$ cat src/rtl/uart_tx_sched.sv
// uart_tx_sched: round-robin arbiter plus 8N1 serialiser sharing one UART TX line.
//   clk   - single clock domain
//   rst   - synchronous, active-high reset
//   baud  - one-cycle strobe at OVS x bit rate
//   req   - per-requester level request, held until acked
//   data  - flattened bytes, requester i at [i*DATA_W +: DATA_W]
//   ack   - one-cycle one-hot pulse: byte of that requester was latched
//   owner - index of requester whose frame is in progress / was last sent
//   busy  - high while a frame is being sequenced
//   tx    - registered serial output, idle high
module uart_tx_sched #(
  parameter int unsigned NREQ   = 2,
  parameter int unsigned DATA_W = 8,
  parameter int unsigned OVS    = 8
) (
  input  logic                      clk,
  input  logic                      rst,
  input  logic                      baud,
  input  logic [NREQ-1:0]           req,
  input  logic [NREQ*DATA_W-1:0]    data,
  output logic [NREQ-1:0]           ack,
  output logic [$clog2(NREQ)-1:0]   owner,
  output logic                      busy,
  output logic                      tx
);

  localparam int unsigned PW = $clog2(NREQ);
  localparam int unsigned TW = $clog2(OVS);
  localparam int unsigned BW = $clog2(DATA_W + 1);

  typedef enum logic [2:0] {IDLE, SYNC, START, DATA, STOP} state_t;

  state_t            state, state_n;
  logic [PW-1:0]     ptr, ptr_n;
  logic [TW-1:0]     tick, tick_n;
  logic [BW-1:0]     bitcnt, bitcnt_n;
  logic [DATA_W-1:0] shift, shift_n;
  logic              tx_n;
  logic [NREQ-1:0]   ack_n;
  logic [PW-1:0]     owner_n;

  logic              found;
  logic [PW-1:0]     win;
  logic [PW-1:0]     cand;
  logic              wrap;

  // ptr holds the index searched first, i.e. last_granted+1 wrapped.
  always_comb begin
    found = 1'b0;
    win   = '0;
    cand  = '0;
    for (int unsigned i = 0; i < NREQ; i++) begin
      cand = PW'((32'(ptr) + i) % NREQ);
      if (!found && req[cand]) begin
        found = 1'b1;
        win   = cand;
      end
    end
  end

  assign wrap = baud && (tick == TW'(OVS - 1));
  assign busy = (state != IDLE);

  always_comb begin
    state_n  = state;
    ptr_n    = ptr;
    tick_n   = tick;
    bitcnt_n = bitcnt;
    shift_n  = shift;
    tx_n     = tx;
    ack_n    = '0;
    owner_n  = owner;
    case (state)
      IDLE: begin
        tx_n = 1'b1;
        if (found) begin
          shift_n    = data[win*DATA_W +: DATA_W];
          owner_n    = win;
          ptr_n      = (win == PW'(NREQ - 1)) ? '0 : win + 1'b1;
          ack_n[win] = 1'b1;
          state_n    = SYNC;
        end
      end
      // Entered on the capture edge, so a strobe coinciding with capture
      // is never seen here; the frame starts on the following strobe.
      SYNC: begin
        tx_n = 1'b1;
        if (baud) begin
          state_n = START;
          tick_n  = '0;
          tx_n    = 1'b0;
        end
      end
      START: begin
        if (baud) tick_n = wrap ? '0 : tick + 1'b1;
        if (wrap) begin
          state_n  = DATA;
          bitcnt_n = '0;
          tx_n     = shift[0];
        end
      end
      DATA: begin
        if (baud) tick_n = wrap ? '0 : tick + 1'b1;
        if (wrap) begin
          shift_n  = shift >> 1;
          bitcnt_n = bitcnt + 1'b1;
          if (bitcnt == BW'(DATA_W - 1)) begin
            state_n = STOP;
            tx_n    = 1'b1;
          end else begin
            tx_n = shift_n[0];
          end
        end
      end
      STOP: begin
        tx_n = 1'b1;
        if (baud) tick_n = wrap ? '0 : tick + 1'b1;
        if (wrap) state_n = IDLE;
      end
      default: begin
        state_n = IDLE;
        tx_n    = 1'b1;
      end
    endcase
  end

  always_ff @(posedge clk) begin
    if (rst) begin
      state  <= IDLE;
      ptr    <= '0;
      tick   <= '0;
      bitcnt <= '0;
      shift  <= '0;
      tx     <= 1'b1;
      ack    <= '0;
      owner  <= '0;
    end else begin
      state  <= state_n;
      ptr    <= ptr_n;
      tick   <= tick_n;
      bitcnt <= bitcnt_n;
      shift  <= shift_n;
      tx     <= tx_n;
      ack    <= ack_n;
      owner  <= owner_n;
    end
  end

endmodule
$ cat config.mk
export PLATFORM = sky130hd
export DESIGN_NAME = uart_tx_sched
export DESIGN_NICKNAME = d
export VERILOG_FILES = /design/src/rtl/uart_tx_sched.sv
export SDC_FILE = /design/constraint.sdc
export NUM_CORES = 1
export LEC_CHECK = 0
export BUFFER_PORTS_ARGS = -buffer_cell sky130_fd_sc_hd__buf_2
export CELL_PAD_IN_SITES_DETAIL_PLACEMENT = 0
export CELL_PAD_IN_SITES_GLOBAL_PLACEMENT = 1
export CORE_UTILIZATION = 42
export DETAILED_ROUTE_END_ITERATION = 10
export GPL_TIMING_DRIVEN = 0
export PLACE_DENSITY = 0.84
export SLEW_MARGIN = 25
export SYNTH_ARGS = -nofsm -noshare
export SYNTH_HDL_FRONTEND = slang
export SYNTH_SLANG_ARGS = --single-unit
$ cat constraint.sdc
create_clock -name clk -period 4.5 [get_ports clk]
set_input_delay 0 -clock clk [delete_from_list [all_inputs] [get_ports clk]]
set_output_delay 0 -clock clk [all_outputs]
set_load 0.005 [all_outputs]
==> results.py <==
metrics = {
    "run_status": {
        "status": "finished with violations",
        "violations": "design-rule violations",
    },
    "job": {
        "drv_cap": 0,
    },
    "cells_and_area": {
        "area_growth_pct": 14.74,
        "final_layout_size_suffix_gt1_share_pct": 23.12,
        "fin_util_pct": 51.74,
        "final_common_cell": "buf_2",
        "seqCellArea_um2": 460.4,
        "most-common-layout-cells": "27 x buf_2, 23 x dfxtp_1, 15 x nor2_1, 11 x o21ai_0, 10 x or2_2",
        "fin_area_mm2": 0.001451,
        "fillers": 308,
        "insertedDiodeCount": 0,
        "layout.nets": 211,
        "multiInputGateArea_um2": 718.2,
    },
    "logic_synthesis": {
        "yosysSeqAreaShare_pct": 36.40,
        "avgSynthCellArea_um2": 8.006,
        "netlist_top_cells_area": "dfxtp_1 36%, or2_2 4.9%, a32o_1 4.7%",
        "synth_top_area_share_pct": 36.40,
        "synth_edf_count": 0,
        "async_flop_share_pct": 0,
        "syn_nets": 182,
        "ys_warn_count": 0,
        "ys_types": 35,
        "synth_ff_type": "dfxtp_1",
        "synth_top_area_cell": "dfxtp_1",
        "synth.ff_latch_count": 23,
        "syn_area_mm2": 0.001265,
        "synth_cells": 158,
    },
    "cts": {
        "cts.sinks": 23,
        "cts_tree": "yes",
        "clk_path_buf_depth": 2,
        "postCtsSetupBuffers": 0,
        "cts_root_buf": "clkbuf_4",
        "worstSkewPairLatency_ns": 0.32,
        "cts_hold_buf": 0,
        "cts_resized": 0,
        "path_clk_slew_ns": 0.14,
        "cts_max_level": 1,
        "cts_made_buffers": 3,
    },
    "critical_path": {
        "cpMaxStageDelayCell": "nor3_1",
        "crit_top_cell": "ha_1",
        "start_kind": "flip-flop",
        "cp.arrival_ns": 2.25,
        "path_cells": "ha_1 -> ha_1 -> nand2_1 -> nor2_1 -> nor3_1 -> a22o_1",
        "critPathKind": "reg -> reg",
        "cpPeakStageDelay_ns": 0.66,
        "crit_family": "simple AND/OR/NAND/NOR gates",
        "cp_data_required_time_ns": 4.78,
        "path_buf_inv": 0,
        "path_max_fanout": 7,
        "end_kind": "flip-flop",
    },
    "global_routing": {
        "track_usage_pct": 18.87,
        "grt_max_degree": 14,
        "grt_pass1_vias": 1158,
        "grt_first_pass_wirelength_um": 4912,
        "grt_antenna_before_repair": 0,
        "overflow": 0,
    },
    "route": {
        "wl_um": 2810,
        "wl_per_cell_um": 12.95,
        "drtIter0Drc": 41,
        "vias_per_cell": 5.562,
        "drc": 6,
        "num_vias": 1207,
        "drtAntennaViolNets": 0,
        "first_pass_iters": 7,
    },
    "timing": {
        "hold_viol_final": 0,
        "rsz0062_at_grt": "false",
        "period_needed_ns": 1.976,
        "hold_ws_ns": 0.05469,
        "drv_slew": 0,
        "fmax_mhz": 506.2,
        "slew_headroom_pct": 43.15,
        "finalSetupViolations": 0,
        "worstMarginPinSlew_ns": 0.8463,
        "fin_crit_sh_pct": 43.90,
        "fin_setup_tns_ns": 0,
        "clock_skew_ns": 0.01283,
    },
    "pwr": {
        "leakagePower_nw": 0.5737,
        "power_density_mw_per_mm2": 413.4,
        "max-vdd-ir-drop_uv": 133.9,
        "power_uw": 600.1,
    },
    "die": {
        "io_pins": 26,
        "dieWidth_um": 56.88,
        "die_h_um": 56.88,
        "die_area_mm2": 0.003235,
        "num_rows": 19,
        "coreArea_mm2": 0.002805,
        "initial_core_util_pct": 45.09,
    },
    "place": {
        "dpl-instance-area_mm2": 0.001424,
        "hpwl_um": 2084,
        "numPortBuffers": 24,
        "routabilityCongestion": 0.7452,
    },
    "min_path": {
        "hp-class": "in -> reg",
    },
}
[Yosys cell counts (5+ instances only)]
master / instances
clkbuf_1: 8
nor2_1: 15
or2_2: 10
inv_1: 8
nand3b_1: 6
a32o_1: 6
nand2_1: 9
nand3_1: 5
o21ai_0: 11
o211ai_1: 6
a21oi_1: 8
nor3_1: 5
dfxtp_1: 23
[metal layers]
metal  GRT usage (%)  routed length, µm  vias up
li1                -                  -      622
met5               0                  0        -
met3           2.074                 94        4
met1           23.12               1322      559
met2           34.45               1360       22
met4           5.226                 31        0
[registers in the layout (all words and copies together), names as in the netlist]
name,count
bitcnt,4
shift,8
ptr,1
tx,1
tick,3
ack,2
state,3
owner,1
[cell type report]
cell class,instances,share of cell area [%]
Inverter,8,2.069
Sequential cell,23,31.72
Clock inverter,1,0.3448
Buffer,12,3.879
Multi-Input combinational cell,115,49.48
Clock buffer,3,1.552
Tap cell,31,2.672
Timing Repair Buffer,24,8.276
[final timing paths]
path	start	to	cells past startpoint	slack (ns)
min	data[15]	shift[7]$_SDFFE_PP0P_	4	0.05
min reg2reg	shift[7]$_SDFFE_PP0P_	shift[7]$_SDFFE_PP0P_	2	0.47
max	tick[1]$_SDFFE_PP0P_	shift[0]$_SDFFE_PP0P_	6	2.52
max reg2reg	tick[1]$_SDFFE_PP0P_	shift[0]$_SDFFE_PP0P_	6	2.52
[worst min-delay path, cell delays in order]
cell	delay, ns
buf_2	0.10
nand3b_1	0.07
a21o_1	0.11
a21oi_1	0.06
[where the power goes]
group	leakage, nW	internal (mW)	total, mW	switching, mW
Sequential	0.188	0.241	0.261	0.0198
Combinational	0.368	0.106	0.240	0.133
Clock	0.0177	0.0333	0.0995	0.0662
[per-stage QoR]
| stage | std cells | worst slack (ns) |
|---|---|---|
| after global placement | 213 | 2.589 |
| final | 217 | 2.524 |
| after detailed placement | 213 | 2.598 |
| after floorplan | 158 | 2.926 |
| after CTS | 217 | 2.569 |
| after global routing | 217 | 2.352 |
[logic make-up (layout without fill, tap and decap cells)]
family	after synthesis	count (layout)	share of synthesized area (%)
compound gates	46	46	25.92
fa+ha+maj	3	3	2.968
buf+inv	20	48	6.825
flops	23	23	36.40
simple gates	66	66	27.89
Note: power is estimated with default switching activity, not from simulation.
